**src/rtl/uart_tx_fifo.sv**
```systemverilog
// uart_tx_fifo: transmit-side byte buffer feeding uart_tx.
// The host pushes bytes with wr_en. The head byte is presented first-word-fall-through
// on tx_data/tx_valid and is popped when tx_valid && tx_ready.
// Ports:
//   clk, rst_n             clock, asynchronous active-low reset
//   wr_data, wr_en         host write port, one byte per cycle
//   flush                  synchronous clear of buffered contents
//   clr_overflow           clears the sticky overflow flag
//   full, almost_full      level == DEPTH, level >= AFULL_THRESH
//   empty, level           level == 0, current entry count (0..DEPTH)
//   overflow               sticky: a write was dropped while full
//   tx_data, tx_valid      head-of-queue byte and valid, to uart_tx
//   tx_ready               from uart_tx
module uart_tx_fifo #(
    parameter int unsigned DATA_BITS    = 8,
    parameter int unsigned DEPTH        = 16,
    parameter int unsigned AFULL_THRESH = 12
) (
    input  logic                     clk,
    input  logic                     rst_n,
    input  logic [DATA_BITS-1:0]     wr_data,
    input  logic                     wr_en,
    input  logic                     flush,
    input  logic                     clr_overflow,
    output logic                     full,
    output logic                     almost_full,
    output logic                     empty,
    output logic                     overflow,
    output logic [$clog2(DEPTH):0]   level,
    output logic [DATA_BITS-1:0]     tx_data,
    output logic                     tx_valid,
    input  logic                     tx_ready
);

    localparam int unsigned PTR_W = $clog2(DEPTH);
    localparam int unsigned LVL_W = PTR_W + 1;

    logic [DATA_BITS-1:0] mem [DEPTH];

    logic [PTR_W-1:0] wr_ptr, wr_ptr_n;
    logic [PTR_W-1:0] rd_ptr, rd_ptr_n;
    logic [LVL_W-1:0] level_n;
    logic             holdoff, holdoff_n;
    logic             overflow_n;

    logic wr_accept;
    logic pop;
    logic ovf_event;

    // Status flags decode from the registered level
    assign full        = (level == LVL_W'(DEPTH));
    assign empty       = (level == LVL_W'(0));
    assign almost_full = (level >= LVL_W'(AFULL_THRESH));

    // Holdoff masks tx_valid for one cycle after each pop, absorbing uart_tx's late tx_ready
    assign tx_valid = !empty && !holdoff;
    assign tx_data  = empty ? '0 : mem[rd_ptr];

    assign wr_accept = wr_en && !full && !flush;
    assign ovf_event = wr_en && full && !flush;
    assign pop       = tx_valid && tx_ready && !flush;

    // Next-state for pointers, level, holdoff and overflow
    always_comb begin
        wr_ptr_n   = wr_ptr;
        rd_ptr_n   = rd_ptr;
        level_n    = level;
        holdoff_n  = 1'b0;
        overflow_n = overflow;

        // A new overflow event takes precedence over a clear in the same cycle
        if (clr_overflow) begin
            overflow_n = 1'b0;
        end
        if (ovf_event) begin
            overflow_n = 1'b1;
        end

        if (flush) begin
            wr_ptr_n  = '0;
            rd_ptr_n  = '0;
            level_n   = '0;
            holdoff_n = 1'b0;
        end else begin
            if (wr_accept) begin
                wr_ptr_n = wr_ptr + PTR_W'(1);
            end
            if (pop) begin
                rd_ptr_n = rd_ptr + PTR_W'(1);
            end
            holdoff_n = pop;
            case ({wr_accept, pop})
                2'b10:   level_n = level + LVL_W'(1);
                2'b01:   level_n = level - LVL_W'(1);
                default: level_n = level;
            endcase
        end
    end

    // Control state registers
    always_ff @(posedge clk or negedge rst_n) begin
        if (!rst_n) begin
            wr_ptr   <= '0;
            rd_ptr   <= '0;
            level    <= '0;
            holdoff  <= 1'b0;
            overflow <= 1'b0;
        end else begin
            wr_ptr   <= wr_ptr_n;
            rd_ptr   <= rd_ptr_n;
            level    <= level_n;
            holdoff  <= holdoff_n;
            overflow <= overflow_n;
        end
    end

    // Storage array; contents need no reset
    always_ff @(posedge clk) begin
        if (wr_accept) begin
            mem[wr_ptr] <= wr_data;
        end
    end

endmodule
```
**config.mk**
```make
export PLATFORM = sky130hd
export DESIGN_NAME = uart_tx_fifo
export DESIGN_NICKNAME = d
export VERILOG_FILES = /design/src/rtl/uart_tx_fifo.sv
export SDC_FILE = /design/constraint.sdc
export NUM_CORES = 1
export LEC_CHECK = 0
export BUFFER_PORTS_ARGS = -buffer_cell sky130_fd_sc_hd__buf_2
export CORE_MARGIN = 2
export CORE_UTILIZATION = 40
export DETAILED_ROUTE_END_ITERATION = 12
export HOLD_SLACK_MARGIN = 0.05
export PLACE_DENSITY = 0.6
export SLEW_MARGIN = 30
export SYNTH_ARGS = -nofsm -noshare
export SYNTH_HDL_FRONTEND = slang
export SYNTH_SLANG_ARGS = --single-unit
```
**constraint.sdc**
```tcl
create_clock -name clk -period 5.1 [get_ports clk]
set_input_delay 1.02 -clock clk [delete_from_list [all_inputs] [get_ports clk]]
set_output_delay 1.02 -clock clk [all_outputs]
set_load 0.05 [all_outputs]
```
==> results of run 1 <==
worst max-delay path by stage:
stage / start / end / slack (ns) / cells past startpoint
global placement: rd_ptr[0] / tx_data[1] / 1.59 / 5
CTS: rd_ptr[0] / tx_data[5] / 1.11 / 5
detailed placement: rd_ptr[0] / tx_data[5] / 1.61 / 5
floorplan: level[1] / tx_valid / 1.60 / 4
finish: rd_ptr[0] / tx_data[5] / 1.19 / 5
global route: rd_ptr[0] / tx_data[5] / 1.02 / 5
critical path: cells and delay by family, from the launching register on:
family,cells,cell delay (ns)
and+or+nand+nor,1,0.16
DFF,1,0.77
muxes,2,1.01
buffers and inverters,2,0.52
synthesized netlist by cell type:
library cell / count / area share [%]
a221o_1: 1 / 0.17
and2_1: 1 / 0.11
nand2_1: 15 / 0.95
o32ai_1: 1 / 0.15
buf_1: 4 / 0.25
o21ai_1: 1 / 0.085
nor4b_1: 1 / 0.15
nand3_1: 3 / 0.25
buf_2: 2 / 0.17
nor4bb_1: 1 / 0.17
xor2_1: 4 / 0.59
or3_1: 1 / 0.11
mux4_2: 40 / 15
nor2_1: 26 / 1.7
dfrtp_1: 15 / 6.4
nor2b_1: 9 / 0.95
nand4_1: 2 / 0.21
a21boi_1: 1 / 0.13
nand2b_1: 3 / 0.32
a31o_2: 1 / 0.15
or4_1: 2 / 0.25
mux2_2: 1 / 0.19
a21oi_1: 5 / 0.42
o21ai_0: 3 / 0.25
o311ai_2: 1 / 0.28
a22oi_1: 1 / 0.13
nor4_4: 1 / 0.36
buf_6: 3 / 0.57
inv_1: 7 / 0.44
nor3_1: 6 / 0.51
buf_4: 2 / 0.25
xnor2_1: 4 / 0.59
nor4_1: 1 / 0.11
edfxtp_1: 128 / 65
o31ai_1: 1 / 0.13
ha_1: 7 / 1.5
mux2i_1: 3 / 0.51
clkbuf_1: 5 / 0.32
layer usage:
layer,wire length (um),share of wire [%]
met5,0,0
met4,102,0.85
met3,806,6.7
met1,5090,42
met2,6000,50
sequential cells by signal, indices dropped and copies added, names as in the netlist:
register	cells
level	5
holdoff	1
mem	128
overflow	1
wr_ptr	4
rd_ptr	4
cell type report:
cell class              instances  area (sq um)
repair buffers                 33           183
multi-input cells             147          1650
clock inverters                14           168
flip-flops and latches        143          4220
clock buffers                  18           429
well taps                     184           230
inverters                       7          26.3
fillers                      1182          7580
cells by family (layout without fill, tap and decap cells):
logic type	after synthesis	after routing	synth area share, %
buffers and inverters	23	72	2.01
muxes	44	44	15.9
DFF	143	143	71.4
AOI/OAI and AO/OA	16	16	1.88
xor gates and xnor gates	8	8	1.19
and+or+nand+nor	72	72	6.10
adders and majority gates	7	7	1.48
power breakdown:
part | switching (mW) | internal (mW)
registers | 0.0996 | 1.32
clock network | 0.468 | 0.767
logic | 0.686 | 0.400
==> results by group, run 1 <==
Layout
  • ANT cells: 0
  • Most frequent cells in the layout: edfxtp_1, mux4_2, buf_2
  • Most common cell after layout, fill and taps aside: edfxtp_1
  • Layout cells sized above 1: 34.3%
  • Post-route cell area: 0.00690 sq mm
  • Nets: 370
  • Non-Filler Instances: 546
  • Synth-to-layout area growth: 16.8%
  • Fin util: 47.7%

Detailed routing
  • DR DRC count: 0
  • Final ANT Viol Nets: 0
  • WL final: roughly 12000 um
  • DR vias/cell: 5.36
  • Pre-antenna DRT Iters: 4
  • Via count: 2926
  • DR WL/cell: 22.0 um
  • Iter 0 DRT Violations: 201

Clocking
  • H-tree depth: 4
  • Clk sinks: around 140
  • Post-CTS Setup Bufs: 0
  • CTS tree: built
  • Clock latency on the worst-skew pair: 0.41 ns
  • Worst-path clk slew: 0.06 ns
  • Cts bufs inserted: 17
  • CTS max path bufs: 2
  • Root Driver: clkbuf_16
  • # hold bufs at CTS: 0
  • Post-CTS sizing: 0

Floorplanning
  • Die ar.: 0.0158 sq mm
  • Width of the die: between 100 and 150 um
  • Core area: 0.0145 sq mm
  • Die span in y: between 100 and 150 um
  • Initial Util: approximately two fifths
  • IO Count: 32
  • Rows: 44

Critical path
  • Crit start category: flop
  • Critical Path Fanout Max: 19
  • Critical path class: reg -> out
  • Crit-path cells: buf_12 -> mux4_2 -> mux4_2 -> nor2b_1 -> buf_2
  • Reg2reg setup slack: 2.28 ns
  • Worst Reg-to-Reg Cells: 8
  • Slowest CP cell: dfrtp_2
  • R2r startpoint: level[1]
  • Crit-path most repeated cell: mux4_2
  • Largest stage delay, worst path: 0.77 ns
  • Element type at the critical path end: output port
  • Critical Path RT: 4.08 ns
  • Worst endpoint data arrival time: a little under 3 ns
  • R2R Path End: level[4]

Placement
  • Placed Area: approximately 0.0063 sq mm
  • Worst slack, placed: 1.61 ns
  • Dpl hpwl: approximately 7400 um
  • Final GP Congestion: just over 0.8
  • Cell total after placement: 514
  • PortBufs: 31

Yosys
  • Sequential area share after synthesis: 71.4%
  • Cell count after synthesis: 313
  • Mapped Area: about 0.0059 sq mm
  • Syn avg cell area: 18.9 sq um
  • Synthesized net count: ~330
  • YS warnings: 0
  • Distinct cell type count after synthesis: 38
  • Flops & latches, synth: 143

STA
  • Min Tclk post-route: 3.91 ns
  • Fin crit share: 76.7%
  • Slew margin rel.: 43.8%
  • Max Transition Viols Final: 0
  • Final setup vio count: 0
  • FMAX: roughly 0.26 GHz
  • Final setup margin: approximately 1.2 ns
  • Hold Vio Cnt, Final: 0
  • Slew @ Worst Pin: 0.839 ns
  • Layout Skew: roughly 0.0065 ns
  • Setup TNS: 0 ns
  • Unrepaired setup endpoints after global routing: false
  • Hold Slack: 0.514 ns

Power and ir drop
  • Peak supply drop: around 0.3 mV
  • Leakage Power: 2.26 nW
  • Pwr dens: 542 mW/mm^2
  • Total Power: 3.74 mW

GRT
  • First-pass GRT wire length: 18700 um
  • Met1 Resource Use GR: 22.1%
  • GRT Util Overall: 16.5%
  • Vias in the first global route: just over 3000
  • Largest net degree at the start of global routing: 36
  • Busiest layer in global routing: met2
  • GR Util met2: 26.1%
  • Initial antenna violation count: 0
  • Total grt overflow: 0
  • Met3 Track Usage GR: 5.48%

Min path
  • Worst hold path type: in -> async

Run status
  • Status: complete, no violations

Flow run
  • Max Cap Viol: 0
(Power assumes the default switching activity.)
==> inputs of run 2 (changes only) <==
- PLACE_DENSITY: 0.6 -> 0.62
- clock period: 5.1 -> 3.4 ns (I/O delays scaled with it)
==> results by group, run 2 (same netlist as run 1, synthesis figures left out) <==
Clocking
  • Root Driver: clkbuf_16
  • CTS tree: built
  • Clk sinks: 143
  • Clock latency on the worst-skew pair: 0.42 ns
  • Post-CTS sizing: 0
  • Worst-path clk slew: 0.06 ns
  • # hold bufs at CTS: 0
  • Post-CTS Setup Bufs: 0
  • H-tree depth: 4
  • Cts bufs inserted: 17
  • CTS max path bufs: 2

STA
  • Fin crit share: 94.6%
  • Hold Slack: around 0.17 ns
  • Hold Vio Cnt, Final: 0
  • Layout Skew: roughly 0.0096 ns
  • Slew @ Worst Pin: 0.739 ns
  • Max Transition Viols Final: 0
  • Slew margin rel.: approximately 51%
  • Final setup vio count: 0
  • Unrepaired setup endpoints after global routing: false
  • Final setup margin: between 0.15 and 0.2 ns
  • Min Tclk post-route: 3.22 ns
  • FMAX: approximately 0.31 GHz
  • Setup TNS: 0 ns

Critical path
  • Critical Path Fanout Max: 35
  • Worst endpoint data arrival time: 2.54 ns
  • Element type at the critical path end: output port
  • Critical path class: reg -> out
  • Critical Path RT: 2.72 ns
  • Slowest CP cell: mux4_2
  • Crit-path most repeated cell: mux4_2
  • Largest stage delay, worst path: about 0.56 ns
  • Crit start category: flop
  • Crit-path cells: buf_12 -> mux4_2 -> mux4_2 -> nor2b_1 -> buf_2

Detailed routing
  • WL final: 12200 um
  • Via count: 3102
  • DR WL/cell: 21.5 um
  • Final ANT Viol Nets: 0
  • DR vias/cell: ~5.5
  • Iter 0 DRT Violations: 262
  • Pre-antenna DRT Iters: 4
  • DR DRC count: 0

Power and ir drop
  • Peak supply drop: roughly 0.71 mV
  • Leakage Power: 2.40 nW
  • Pwr dens: 808 mW/mm^2
  • Total Power: between 5 and 6 mW

Placement
  • Placed Area: 0.00640 sq mm
  • PortBufs: 31
  • Final GP Congestion: between 0.7 and 0.8
  • Dpl hpwl: between 7000 and 8000 um
  • Cell total after placement: 537
  • Worst slack, placed: 0.238 ns

Min path
  • Worst hold path type: in -> async

Layout
  • Most common cell after layout, fill and taps aside: edfxtp_1
  • Most frequent cells in the layout: edfxtp_1, mux4_2, buf_2
  • Non-Filler Instances: around 570
  • Reg with most FFs: mem
  • Nets: 393
  • ANT cells: 0
  • Biggest regs: mem: 128 flops, level: 5 flops
  • Post-route cell area: 0.00700 sq mm
  • Layout cells sized above 1: 33.8%
  • Synth-to-layout area growth: 18.4%
  • Fin util: 48.3%
  • Largest register FFs: about 130

GRT
  • GRT Util Overall: 16.9%
  • Largest net degree at the start of global routing: 36
  • Vias in the first global route: 3165
  • First-pass GRT wire length: between 15000 and 20000 um
  • Initial antenna violation count: 0
  • Total grt overflow: 0

Floorplanning
  • Core area: between 0.01 and 0.015 sq mm
  • Die span in y: about 130 um
  • Rows: 44
  • IO Count: 32
  • Width of the die: 126 um
  • Initial Util: 40.8%
  • Die ar.: ~0.016 sq mm

Run status
  • Status: complete, no violations

Flow run
  • Max Cap Viol: 0
[run 2: critical path, delay by kind of cell (launching register included)]
family	cells	cell delay, ns
buffers and inverters	2	0.49
multiplexers	2	1.06
AND/OR/NAND/NOR	1	0.15
flip-flops	1	0.38
[run 2: worst paths after layout]
kind | cells past startpoint | slack, ns | end | start
max | 5 | 0.18 | tx_data[7] | rd_ptr[0]
min | 1 | 0.17 | overflow | rst_n
max reg2reg | 8 | 0.56 | level[4] | level[1]
min reg2reg | 2 | 0.54 | overflow | overflow
max in group asynchronous | 1 | 2.93 | rd_ptr[0] | rst_n
min in group clk | 2 | 0.45 | overflow | clr_overflow
[run 2: where the power goes]
part	switching, mW	leakage (nW)	internal [mW]
logic	1.10	0.761	0.622
registers	0.0929	1.35	1.99
clock network	0.701	0.286	1.15
total	1.89	2.40	3.76
[run 2: layout make-up]
cell class | instances | area [sq um]
Fill cell | 1195 | 7480
Sequential cell | 143 | 4220
Multi-Input combinational cell | 147 | 1570
Clock buffer | 18 | 429
Timing Repair Buffer | 56 | 355
Tap cell | 184 | 230
Clock inverter | 14 | 163
Inverter | 7 | 26.3
[run 2: routing by layer]
layer	vias up	track usage [%]	share of wire, %
li1	1361	-	-
met1	1654	23.4	45
met2	81	25.6	49
met3	6	5.18	5.0
met4	0	5.88	1.1
met5	-	0	0
